`config.mk`:
```
export PLATFORM = sky130hd
export DESIGN_NAME = vid_fb_scanout
export DESIGN_NICKNAME = d
export VERILOG_FILES = /design/src/rtl/vid_fb_pkg.sv /design/src/rtl/vid_fb_scanout_fifo.sv /design/src/rtl/vid_fb_scanout.sv
export SDC_FILE = /design/constraint.sdc
export NUM_CORES = 1
export LEC_CHECK = 0
export CORE_ASPECT_RATIO = 1.1
export CORE_MARGIN = 1.5
export CORE_UTILIZATION = 40
export DETAILED_ROUTE_END_ITERATION = 10
export PLACE_DENSITY_LB_ADDON = 0.2
export SLEW_MARGIN = 30
export SYNTH_ARGS = -nofsm -noshare
export SYNTH_HDL_FRONTEND = slang
export SYNTH_SLANG_ARGS = --single-unit
```
`constraint.sdc`:
```
create_clock -name clk -period 10.2 [get_ports clk]
set_clock_uncertainty 0.05 [all_clocks]
set_input_delay 1.53 -clock clk [delete_from_list [all_inputs] [get_ports clk]]
set_output_delay 1.53 -clock clk [all_outputs]
set_load 0.01 [all_outputs]
```
`src/rtl/vid_fb_pkg.sv`:
```
// Shared constants and FSM encoding for the framebuffer scanout engine.
package vid_fb_pkg;

    localparam int unsigned FB_AW      = 14;
    localparam int unsigned FB_DW      = 32;
    localparam int unsigned FIFO_DEPTH = 4;
    localparam int unsigned FIFO_LW    = $clog2(FIFO_DEPTH + 1);

    typedef enum logic [1:0] {
        ST_IDLE   = 2'd0,
        ST_ACTIVE = 2'd1,
        ST_DRAIN  = 2'd2
    } state_e;

endpackage

```
`src/rtl/vid_fb_scanout_fifo.sv`:
```
// Small synchronous FIFO holding pixel words plus their end-of-line tag.
// flush has priority over push and pop in the same cycle.
module vid_fb_scanout_fifo
    import vid_fb_pkg::*;
(
    input  logic               clk,
    input  logic               rst,
    input  logic               flush,
    input  logic               push,
    input  logic               pop,
    input  logic [FB_DW:0]     wdata,
    output logic [FB_DW:0]     rdata,
    output logic               full,
    output logic               empty,
    output logic [FIFO_LW-1:0] level
);

    localparam int unsigned PW = $clog2(FIFO_DEPTH);

    logic [FB_DW:0]     mem_q [FIFO_DEPTH];
    logic [PW-1:0]      wr_ptr_q;
    logic [PW-1:0]      rd_ptr_q;
    logic [FIFO_LW-1:0] cnt_q;
    logic               do_push;
    logic               do_pop;

    always_comb begin
        full    = (cnt_q == FIFO_LW'(FIFO_DEPTH));
        empty   = (cnt_q == '0);
        level   = cnt_q;
        do_push = push && !full;
        do_pop  = pop && !empty;
        rdata   = mem_q[rd_ptr_q];
    end

    // Pointers wrap naturally because the depth is a power of two.
    always_ff @(posedge clk or posedge rst) begin
        if (rst) begin
            wr_ptr_q <= '0;
            rd_ptr_q <= '0;
            cnt_q    <= '0;
            for (int i = 0; i < FIFO_DEPTH; i++) begin
                mem_q[i] <= '0;
            end
        end else if (flush) begin
            wr_ptr_q <= '0;
            rd_ptr_q <= '0;
            cnt_q    <= '0;
        end else begin
            if (do_push) begin
                mem_q[wr_ptr_q] <= wdata;
                wr_ptr_q        <= wr_ptr_q + PW'(1);
            end
            if (do_pop) begin
                rd_ptr_q <= rd_ptr_q + PW'(1);
            end
            if (do_push && !do_pop) begin
                cnt_q <= cnt_q + FIFO_LW'(1);
            end else if (!do_push && do_pop) begin
                cnt_q <= cnt_q - FIFO_LW'(1);
            end
        end
    end

endmodule

```
`src/rtl/vid_fb_scanout.sv`:
```
// Framebuffer scanout: fetches a frame line by line into a 4-entry FIFO and streams pixels.
// Define VID_FB_SCANOUT_LINEDBL_EN to fetch every framebuffer line twice (line doubling).
module vid_fb_scanout
    import vid_fb_pkg::*;
#(
    parameter int unsigned      H_WORDS   = 80,
    parameter int unsigned      V_LINES   = 200,
    parameter logic [FB_AW-1:0] BASE_ADDR = 14'h0000,
    parameter int unsigned      MAX_BURST = 3
) (
    input  logic             clk,
    input  logic             rst,
    input  logic             frame_start,
    output logic [FB_AW-1:0] v_addr_0,
    output logic             v_re_0,
    input  logic [FB_DW-1:0] v_data_1,
    output logic [FB_DW-1:0] px_data,
    output logic             px_valid,
    input  logic             px_ready,
    output logic             px_last,
    output logic             busy,
    output logic             underrun
);

    localparam int unsigned      WW          = (H_WORDS > 1) ? $clog2(H_WORDS) : 1;
    localparam int unsigned      LW          = (V_LINES > 1) ? $clog2(V_LINES) : 1;
    localparam int unsigned      BW          = $clog2(MAX_BURST + 1);
    localparam logic [WW-1:0]    LAST_WORD   = WW'(H_WORDS - 1);
    localparam logic [LW-1:0]    LAST_LINE   = LW'(V_LINES - 1);
    localparam logic [FB_AW-1:0] LINE_STRIDE = FB_AW'(H_WORDS);

    state_e             state_q;
    logic [WW-1:0]      word_q;
    logic [LW-1:0]      line_q;
    logic [FB_AW-1:0]   line_base_q;
    logic [BW-1:0]      burst_q;
    logic               inflight_q;
    logic               inflight_last_q;
`ifdef VID_FB_SCANOUT_LINEDBL_EN
    logic               pass_q;
`endif

    logic [FB_DW:0]     fifo_rdata;
    logic               fifo_full;
    logic               fifo_empty;
    logic [FIFO_LW-1:0] fifo_level;
    logic               fifo_pop;
    logic [FIFO_LW:0]   occupancy;
    logic               word_end;
    logic               line_end;
    logic               frame_end;
    logic               drain_done;

    always_comb begin
        occupancy = {1'b0, fifo_level} + {{FIFO_LW{1'b0}}, inflight_q};
        v_re_0    = (state_q == ST_ACTIVE) && !fifo_full
                    && (occupancy < (FIFO_LW + 1)'(FIFO_DEPTH))
                    && (burst_q < BW'(MAX_BURST));
        v_addr_0  = line_base_q + FB_AW'(word_q);
        word_end  = (word_q == LAST_WORD);
`ifdef VID_FB_SCANOUT_LINEDBL_EN
        line_end  = word_end && pass_q;
`else
        line_end  = word_end;
`endif
        frame_end = line_end && (line_q == LAST_LINE);

        px_valid  = !fifo_empty;
        px_data   = fifo_empty ? '0 : fifo_rdata[FB_DW-1:0];
        px_last   = !fifo_empty && fifo_rdata[FB_DW];
        // A restart flushes the FIFO, so a coincident handshake is discarded.
        fifo_pop  = px_valid && px_ready && !frame_start;

        // Leave DRAIN on the cycle the final word is accepted.
        drain_done = !inflight_q
                     && (fifo_empty || ((fifo_level == FIFO_LW'(1)) && fifo_pop));

        busy      = (state_q != ST_IDLE);
        underrun  = busy && px_ready && !px_valid;
    end

    vid_fb_scanout_fifo u_fifo (
        .clk   (clk),
        .rst   (rst),
        .flush (frame_start),
        .push  (inflight_q),
        .pop   (fifo_pop),
        .wdata ({inflight_last_q, v_data_1}),
        .rdata (fifo_rdata),
        .full  (fifo_full),
        .empty (fifo_empty),
        .level (fifo_level)
    );

    always_ff @(posedge clk or posedge rst) begin
        if (rst) begin
            state_q         <= ST_IDLE;
            word_q          <= '0;
            line_q          <= '0;
            line_base_q     <= BASE_ADDR;
            burst_q         <= '0;
            inflight_q      <= 1'b0;
            inflight_last_q <= 1'b0;
`ifdef VID_FB_SCANOUT_LINEDBL_EN
            pass_q          <= 1'b0;
`endif
        end else begin
            // Read data issued alongside a restart belongs to the old frame.
            inflight_q      <= v_re_0 && !frame_start;
            inflight_last_q <= word_end;
            burst_q         <= v_re_0 ? burst_q + BW'(1) : '0;

            if (frame_start) begin
                state_q     <= ST_ACTIVE;
                word_q      <= '0;
                line_q      <= '0;
                line_base_q <= BASE_ADDR;
`ifdef VID_FB_SCANOUT_LINEDBL_EN
                pass_q      <= 1'b0;
`endif
            end else begin
                unique case (state_q)
                    ST_IDLE: begin
                        state_q <= ST_IDLE;
                    end
                    ST_ACTIVE: begin
                        if (v_re_0) begin
                            if (word_end) begin
                                word_q <= '0;
`ifdef VID_FB_SCANOUT_LINEDBL_EN
                                pass_q <= !pass_q;
                                if (pass_q) begin
                                    line_q      <= line_q + LW'(1);
                                    line_base_q <= line_base_q + LINE_STRIDE;
                                end
`else
                                line_q      <= line_q + LW'(1);
                                line_base_q <= line_base_q + LINE_STRIDE;
`endif
                            end else begin
                                word_q <= word_q + WW'(1);
                            end
                            if (frame_end) begin
                                state_q <= ST_DRAIN;
                            end
                        end
                    end
                    ST_DRAIN: begin
                        if (drain_done) begin
                            state_q <= ST_IDLE;
                        end
                    end
                    default: begin
                        state_q <= ST_IDLE;
                    end
                endcase
            end
        end
    end

endmodule

```
==> metrics.md, run 1 <==
| Metric | Value |
|---|---|
| DR vias | `5092` |
| Number of global-route vias before repair | `5620` |
| Synth cell types | `46` |
| Top Family by Delay on Critical Path | `buffers and inverters` |
| Slew Limit Fails | `0` |
| Final period util | `0.438` |
| Tot Pwr | `2.78 mW` |
| EDFF count, synth | `0` |
| Clock insertion delay at the later pin of the skew report | `0.43 ns` |
| Hpwl dp | `10.7 mm` |
| Vias per inst | `5.43` |
| Unrepaired setup endpoints after global routing | `no` |
| Critical path depth | `6` |
| Site Rows | `54` |
| Main combinational cell family by area after synthesis | `multiplexers` |
| Maximum vdd drop | `0.000116 V` |
| Root Driver | `clkbuf_16` |
| Cts repair resizes | `0` |
| Top cells by area, synth | `dfrtp_1 (52%), mux2_2 (18%), mux4_2 (9.1%), and2_1 (2.6%), ha_1 (2.5%)` |
| Die Y | `153 µm` |
| XOR/XNOR Fraction of Synth Area | `0.0172` |
| Proportion of layout cells with a drive suffix above 1 | `0.318` |
| Hold Buf Count CTS | `0` |
| Number of cells produced by synthesis | `598` |
| Hold Fails Final Rpt | `0` |
| Ys Warns | `0` |
| Top-count cell post-synth | `dfrtp_1` |
| Max incr delay on CP | `0.59 ns` |
| Residual DRC | `6` |
| First-pass iteration count of the detailed router | `7` |
| Total core area | `19900 µm²` |
| CTS tree | `built` |
| Fin cells | `938` |
| Min Clock Period, post-route | `4.46 ns` |
| Predominant post-synthesis flop cell | `dfrtp_1` |
| Reg2Reg Setup Slack | `7.48 ns` |
| Placed cells | `905` |
| Drt total wl | `17.2 mm` |
| Crit path buf inv count | `3` |
| Share of the synthesized area in the top cell type | `0.521` |
| Max Fanout on Critical Path | `20` |
| Avg WL per Cell | `18.3 µm` |
| Net Count, Synth | `650` |
| Commonest cells post-synth | `dfrtp_1 (170), mux2_2 (134), and2_1 (34)` |
| Largest net degree at the start of global routing | `94` |
| GP Congestion | `0.759` |
| Crit path required time | `8.62 ns` |
| First-pass GRT wire length | `29.0 mm` |
| Clk slew on worst S/H paths | `0.07 ns` |
| Post-synthesis mux area share | `0.281` |
| Worst-Margin Slew | `0.813 ns` |
| R2R depth | `7` |
| H-tree depth | `4` |
| Grt total ovfl | `0` |
| Pwr dens | `281 nW/µm²` |
| Status | `finished, violations left` |
| Slowest-stage cell, CP | `nand2b_1` |
| Synthesized area | `8160 µm²` |
| Worst slew margin | `0.458` |
| Synth Area in Adders | `0.0245` |
| Flop and latch count out of synthesis | `170` |
| Layout area overhead | `21.3%` |
| Hold crit path type | `flip-flop to flip-flop` |
| Startpoint types | `flip-flop` |
| Sink Count | `170` |
| Largest area contributor in the netlist | `dfrtp_1` |
| Chip width | `139 µm` |
| Worst EP arrival | `2.88 ns` |
| Post-synthesis async set-or-reset flop share | `1.00` |
| Final setup violation count | `0` |
| Critical path class | `flip-flop to primary output` |
| Max Fclk | `224 MHz` |
| Syn_area_per_cell | `13.6 µm²` |
| Static Leak | `4.35 nW` |
| Setup TNS Final | `0 ns` |
| Die area | `21300 µm²` |
| Antenna cells | `0` |
| IO Port Bufs | `86` |
| Post-layout nets | `725` |
| Initial antenna violation count | `0` |
| Core Util, Final | `0.497` |
| Post-synthesis compound-gate area fraction | `0.0399` |
| Seq/Total Area, Yosys | `0.521` |
| Post-CTS Setup Inserts | `0` |
| Max Root-Sink Buffers | `2` |
| Initial core utilization | `0.409` |
| Worst path cell trace | `inv_1 > ha_1 > nand2b_1 > buf_4 > and2_1 > clkdlybuf4s50_1` |
| CP Capture Type | `primary output` |
| Synth Area in Simple Gates | `0.0915` |
| Routed Antenna Nets | `0` |
| Violated checks | `DRC` |
| IO Pins | `87` |
| Hold-critical path depth | `1` |
| Num CTS Buffers | `17` |
| Max Cap Violations | `0` |
| Detailed Route Iter0 Violations | `247` |
| Gr usage total | `0.174` |
[final timing paths]
kind                                  from                 end
max                        u_fifo.level[0]         px_data[27]
min                             burst_q[0]          burst_q[0]
max reg2reg                u_fifo.level[0]     u_fifo.level[2]
min reg2reg                     burst_q[0]          burst_q[0]
max in group asynchronous              rst  u_fifo.rd_ptr_q[0]
min in group asynchronous              rst     u_fifo.mem_q[5]
[metal layers]
| layer | routed length [µm] | global-route usage | vias up |
|---|---|---|---|
| met5 | 0 | 0 | - |
| li1 | - | - | 2341 |
| met1 | 7360 | 0.215 | 2643 |
| met4 | 196 | 0.0643 | 0 |
| met2 | 8970 | 0.301 | 94 |
| met3 | 647 | 0.0335 | 14 |
[sequential cells by signal, indices dropped and copies added (netlist names), 3 cells and up]
name	cells
line_base_q	10
line_q	8
u_fifo.level	3
u_fifo.mem_q	132
word_q	7
[power by group]
group          internal, mW  switching, mW  total [mW]
logic                 0.628          0.401        1.03
registers             0.927          0.146        1.07
clock network         0.395          0.285       0.680
[placed cells by master, fill, tap and decap left out, types with 2 or more instances in the layout]
cell type,Yosys,final
a21boi_0,2,2
a21oi_1,24,24
a31oi_1,2,2
and2_1,34,34
and3_1,6,6
buf_4,1,3
bufinv_16,0,3
clkbuf_16,0,17
clkdlybuf4s50_1,0,86
dfrtp_1,170,168
ha_1,16,16
inv_1,9,8
inv_6,0,7
inv_8,0,3
mux2_2,134,134
mux2i_1,4,4
mux4_2,33,33
nand2_1,21,17
nand2_4,0,4
nand2b_1,2,2
nand3_1,7,7
nand4_1,5,5
nor2_1,17,17
nor2b_1,4,4
nor3_1,3,3
nor3b_1,2,2
o21ai_0,7,7
o31ai_1,11,11
or3_1,7,7
or4_1,11,11
xnor2_1,5,5
xor2_1,11,11
[metrics by stage]
stage / hold WS (ns) / setup WS, ns / area, µm²
after floorplan: 0.358 / 4.02 / 8160
after global placement: 0.371 / 5.79 / 9220
after detailed placement: 0.383 / 5.79 / 9240
after CTS: 0.391 / 5.65 / 9870
after global routing: 0.429 / 5.53 / 9900
final: 0.385 / 5.74 / 9900
[cell families (layout without fill, tap and decap cells)]
kind of cell | after synthesis | in the layout
other cells | 1 | 1
mux | 171 | 171
fa+ha+maj | 16 | 16
flops | 170 | 170
simple gates | 127 | 127
compound gates | 53 | 53
buf+inv | 44 | 132
xor+xnor | 16 | 16
[final cells by class]
| type | instances | area (µm²) |
|---|---|---|
| clock buffers | 17 | 425 |
| inverters | 9 | 38.8 |
| fillers | 1723 | 10000 |
| clock inverters | 15 | 198 |
| well taps | 252 | 315 |
| multi-input cells | 384 | 3740 |
| repair buffers | 91 | 922 |
| flip-flops and latches | 170 | 4260 |
No activity file was read; power rests on OpenSTA's default activity.
==> run 2, diff against run 1 <==
- clock period: 10.2 -> 4 ns (I/O delays scaled with it)
==> run 2 against run 1 <==
  * The run still ends with DRC left
  * Power increased to 2.5 times the previous value
  * Sequential share of layout area about the same
  * Sequential cell count unchanged
  * Critical path type unchanged
  * Core utilization about the same
  * Via count increased by 0.22%
  * Register-to-register slack got worse by 6.2 ns
  * Global-route usage decreased by 0.24 points
  * Worst hold slack got worse by 0.0050 ns
  * Largest cell class unchanged
==> metrics.md, run 2 (same netlist as run 1, synthesis figures left out) <==
| Metric | Value |
|---|---|
| Status | `finished, violations left` |
| Violated checks | `DRC` |
| CP Capture Point | `v_addr_0[8]` |
| Min Clock Period, post-route | `3.48 ns` |
| Site Rows | `54 (unchanged)` |
| CP Launch Point | `word_q[5]` |
| Max Fclk | `287 MHz` |
| Clk network pwr share | `0.235 (-0.010)` |
| Final setup violation count | `0 (unchanged)` |
| Antenna cells | `0 (unchanged)` |
| Clock insertion delay at the later pin of the skew report | `0.41 ns (-0.02 ns)` |
| Proportion of layout cells with a drive suffix above 1 | `0.315 (-0.00284)` |
| Vias per inst | `5.42 (-0.10%)` |
| Static Leak | `4.35 nW (about the same)` |
| Met1 Track Usage GR | `0.216 (+0.000906)` |
| Fillers | `1717 (-0.35%)` |
| Hpwl dp | `11.0 mm (+2.4%)` |
| Hold crit path type | `flip-flop to flip-flop` |
| Drt total wl | `17.3 mm (+0.44%)` |
| Worst slew margin | `0.509 (+0.0510)` |
| IO Pins | `87 (unchanged)` |
| Post-layout nets | `729 (+0.55%)` |
| Setup TNS Final | `0 ns (unchanged)` |
| Reg2Reg Setup Slack | `1.30 ns (-6.18 ns)` |
| Initial core utilization | `0.409 (unchanged)` |
| Largest regs | `u_fifo.mem_q x132, line_base_q x10, line_q x8` |
| Num CTS Buffers | `17 (unchanged)` |
| Startpoint types | `flip-flop` |
| Die Y | `153 µm (unchanged)` |
| GP Congestion | `0.757 (-0.30%)` |
| Post-CTS Setup Inserts | `0 (unchanged)` |
| Worst r2r src | `u_fifo.level[0]` |
| Initial antenna violation count | `0 (unchanged)` |
| Largest Register | `u_fifo.mem_q` |
| Max Cap Violations | `0 (unchanged)` |
| Detailed Route Iter0 Violations | `194 (-21%)` |
| Max Fanout on Critical Path | `7 (-65%)` |
| R2R depth | `6 (-1)` |
| Worst hold start | `burst_q[0]` |
| Layout area overhead | `21.2% (about the same)` |
| Total core area | `19900 µm² (unchanged)` |
| Tot Pwr | `7.02 mW (+150%)` |
| Core Util, Final | `0.496 (about the same)` |
| Hold Buf Count CTS | `0 (unchanged)` |
| Comb power frac | `0.375 (+0.005)` |
| Max FFs per register | `132 (unchanged)` |
| Register share of total power | `0.389 (+0.003)` |
| Sink Count | `170 (unchanged)` |
| First-pass GRT wire length | `28.9 mm (-0.52%)` |
| First-pass iteration count of the detailed router | `10 (+3)` |
| Pwr dens | `710 nW/µm² (+150%)` |
| Gr usage total | `0.171 (-0.00237)` |
| Met3 usage | `0.0363 (+0.00282)` |
| Critical path class | `flip-flop to primary output` |
| Hold Fails Final Rpt | `0 (unchanged)` |
| Residual DRC | `9 (+3)` |
| IO Port Bufs | `86 (unchanged)` |
| Max Root-Sink Buffers | `2 (unchanged)` |
| H-tree depth | `4 (unchanged)` |
| Sw Ratio | `0.288 (-0.0112)` |
| DR vias | `5103 (+0.22%)` |
| Gr busiest metal | `met2` |
| Worst-Margin Slew | `0.737 ns (-0.0764 ns)` |
| Grt total ovfl | `0 (unchanged)` |
| CP Capture Type | `primary output` |
| Routed Antenna Nets | `0 (unchanged)` |
| Die area | `21300 µm² (unchanged)` |
| Number of global-route vias before repair | `5577 (-0.77%)` |
| Clk slew on worst S/H paths | `0.06 ns (about the same)` |
| Chip width | `139 µm (unchanged)` |
| Most frequent cells in the layout | `dfrtp_1 (168), mux2_2 (134), clkdlybuf4s50_1 (86)` |
| Maximum vdd drop | `0.000291 V (+150%)` |
| Internal | `5.00 mW (+160%)` |
| Final period util | `0.871` |
| Worst EP arrival | `2.83 ns (-0.05 ns)` |
| Slew Limit Fails | `0 (unchanged)` |
| Largest net degree at the start of global routing | `69 (-27%)` |
| Crit path required time | `3.35 ns (-5.27 ns)` |
| NetSw | `2.02 mW (+140%)` |
| Unrepaired setup endpoints after global routing | `no` |
| Most common cell after layout, fill and taps aside | `dfrtp_1` |
| FF-to-FF End | `u_fifo.mem_q[48]` |
| GR Layer Usage met2 | `0.300 (-0.00143)` |
| Avg WL per Cell | `18.3 µm (+0.12%)` |
| Cts repair resizes | `0 (unchanged)` |
| CTS tree | `built` |
| Root Driver | `clkbuf_16` |
run 2: final cells by class:
class / instances / area [µm²] / share of cell area
multi-input cells: 384 / 3740 / 0.378
repair buffers: 95 / 953 / 0.0964
well taps: 252 / 315 / 0.0319
clock inverters: 8 / 119 / 0.0120
flip-flops and latches: 170 / 4260 / 0.430
clock buffers: 23 / 468 / 0.0473
inverters: 9 / 37.5 / 0.00380
run 2: through the flow:
stage | area, µm² | std cells | setup WS, ns | hold WS (ns)
detailed placement | 9300 | 910 | 0.968 | 0.376
global placement | 9280 | 910 | 1.05 | 0.374
CTS | 9890 | 941 | 0.496 | 0.384
finish | 9890 | 941 | 0.517 | 0.380
floorplan | 8170 | 598 | 1.18 | 0.358
global route | 9890 | 941 | 0.337 | 0.399
run 2: worst min-delay path by stage:
stage | depth (start not counted) | slack, ns | end
after floorplan | 1 | 0.36 | burst_q[0]
after global placement | 1 | 0.37 | burst_q[0]
after detailed placement | 1 | 0.38 | burst_q[0]
after CTS | 1 | 0.38 | burst_q[0]
after global routing | 1 | 0.40 | burst_q[0]
final | 1 | 0.38 | burst_q[0]
run 2: routing by layer:
| metal | share of wire | up-vias |
|---|---|---|
| met5 | 0 | - |
| met4 | 0.0089 | 0 |
| met3 | 0.031 | 12 |
| met2 | 0.52 | 92 |
| met1 | 0.44 | 2665 |
| li1 | - | 2334 |
run 2: critical path: stages, from the launching register on:
cell and delay (ns):
dfrtp_1 0.46, ha_1 0.38, a21o_1 0.23, a221oi_1 0.46, nand2b_1 0.20, xnor2_1 0.13, clkdlybuf4s50_1 0.56
run 2: power groups by stage:
| stage | sequential (mW) | clock (mW) | combinational, mW |
|---|---|---|---|
| after CTS | 2.74 | 1.70 | 2.69 |
| after global placement | 2.70 | 0 | 2.61 |
| after floorplan | 2.60 | 0 | 1.82 |
| after global routing | 2.82 | 1.77 | 2.86 |
| after detailed placement | 2.77 | 0 | 2.68 |
| final | 2.73 | 1.65 | 2.63 |
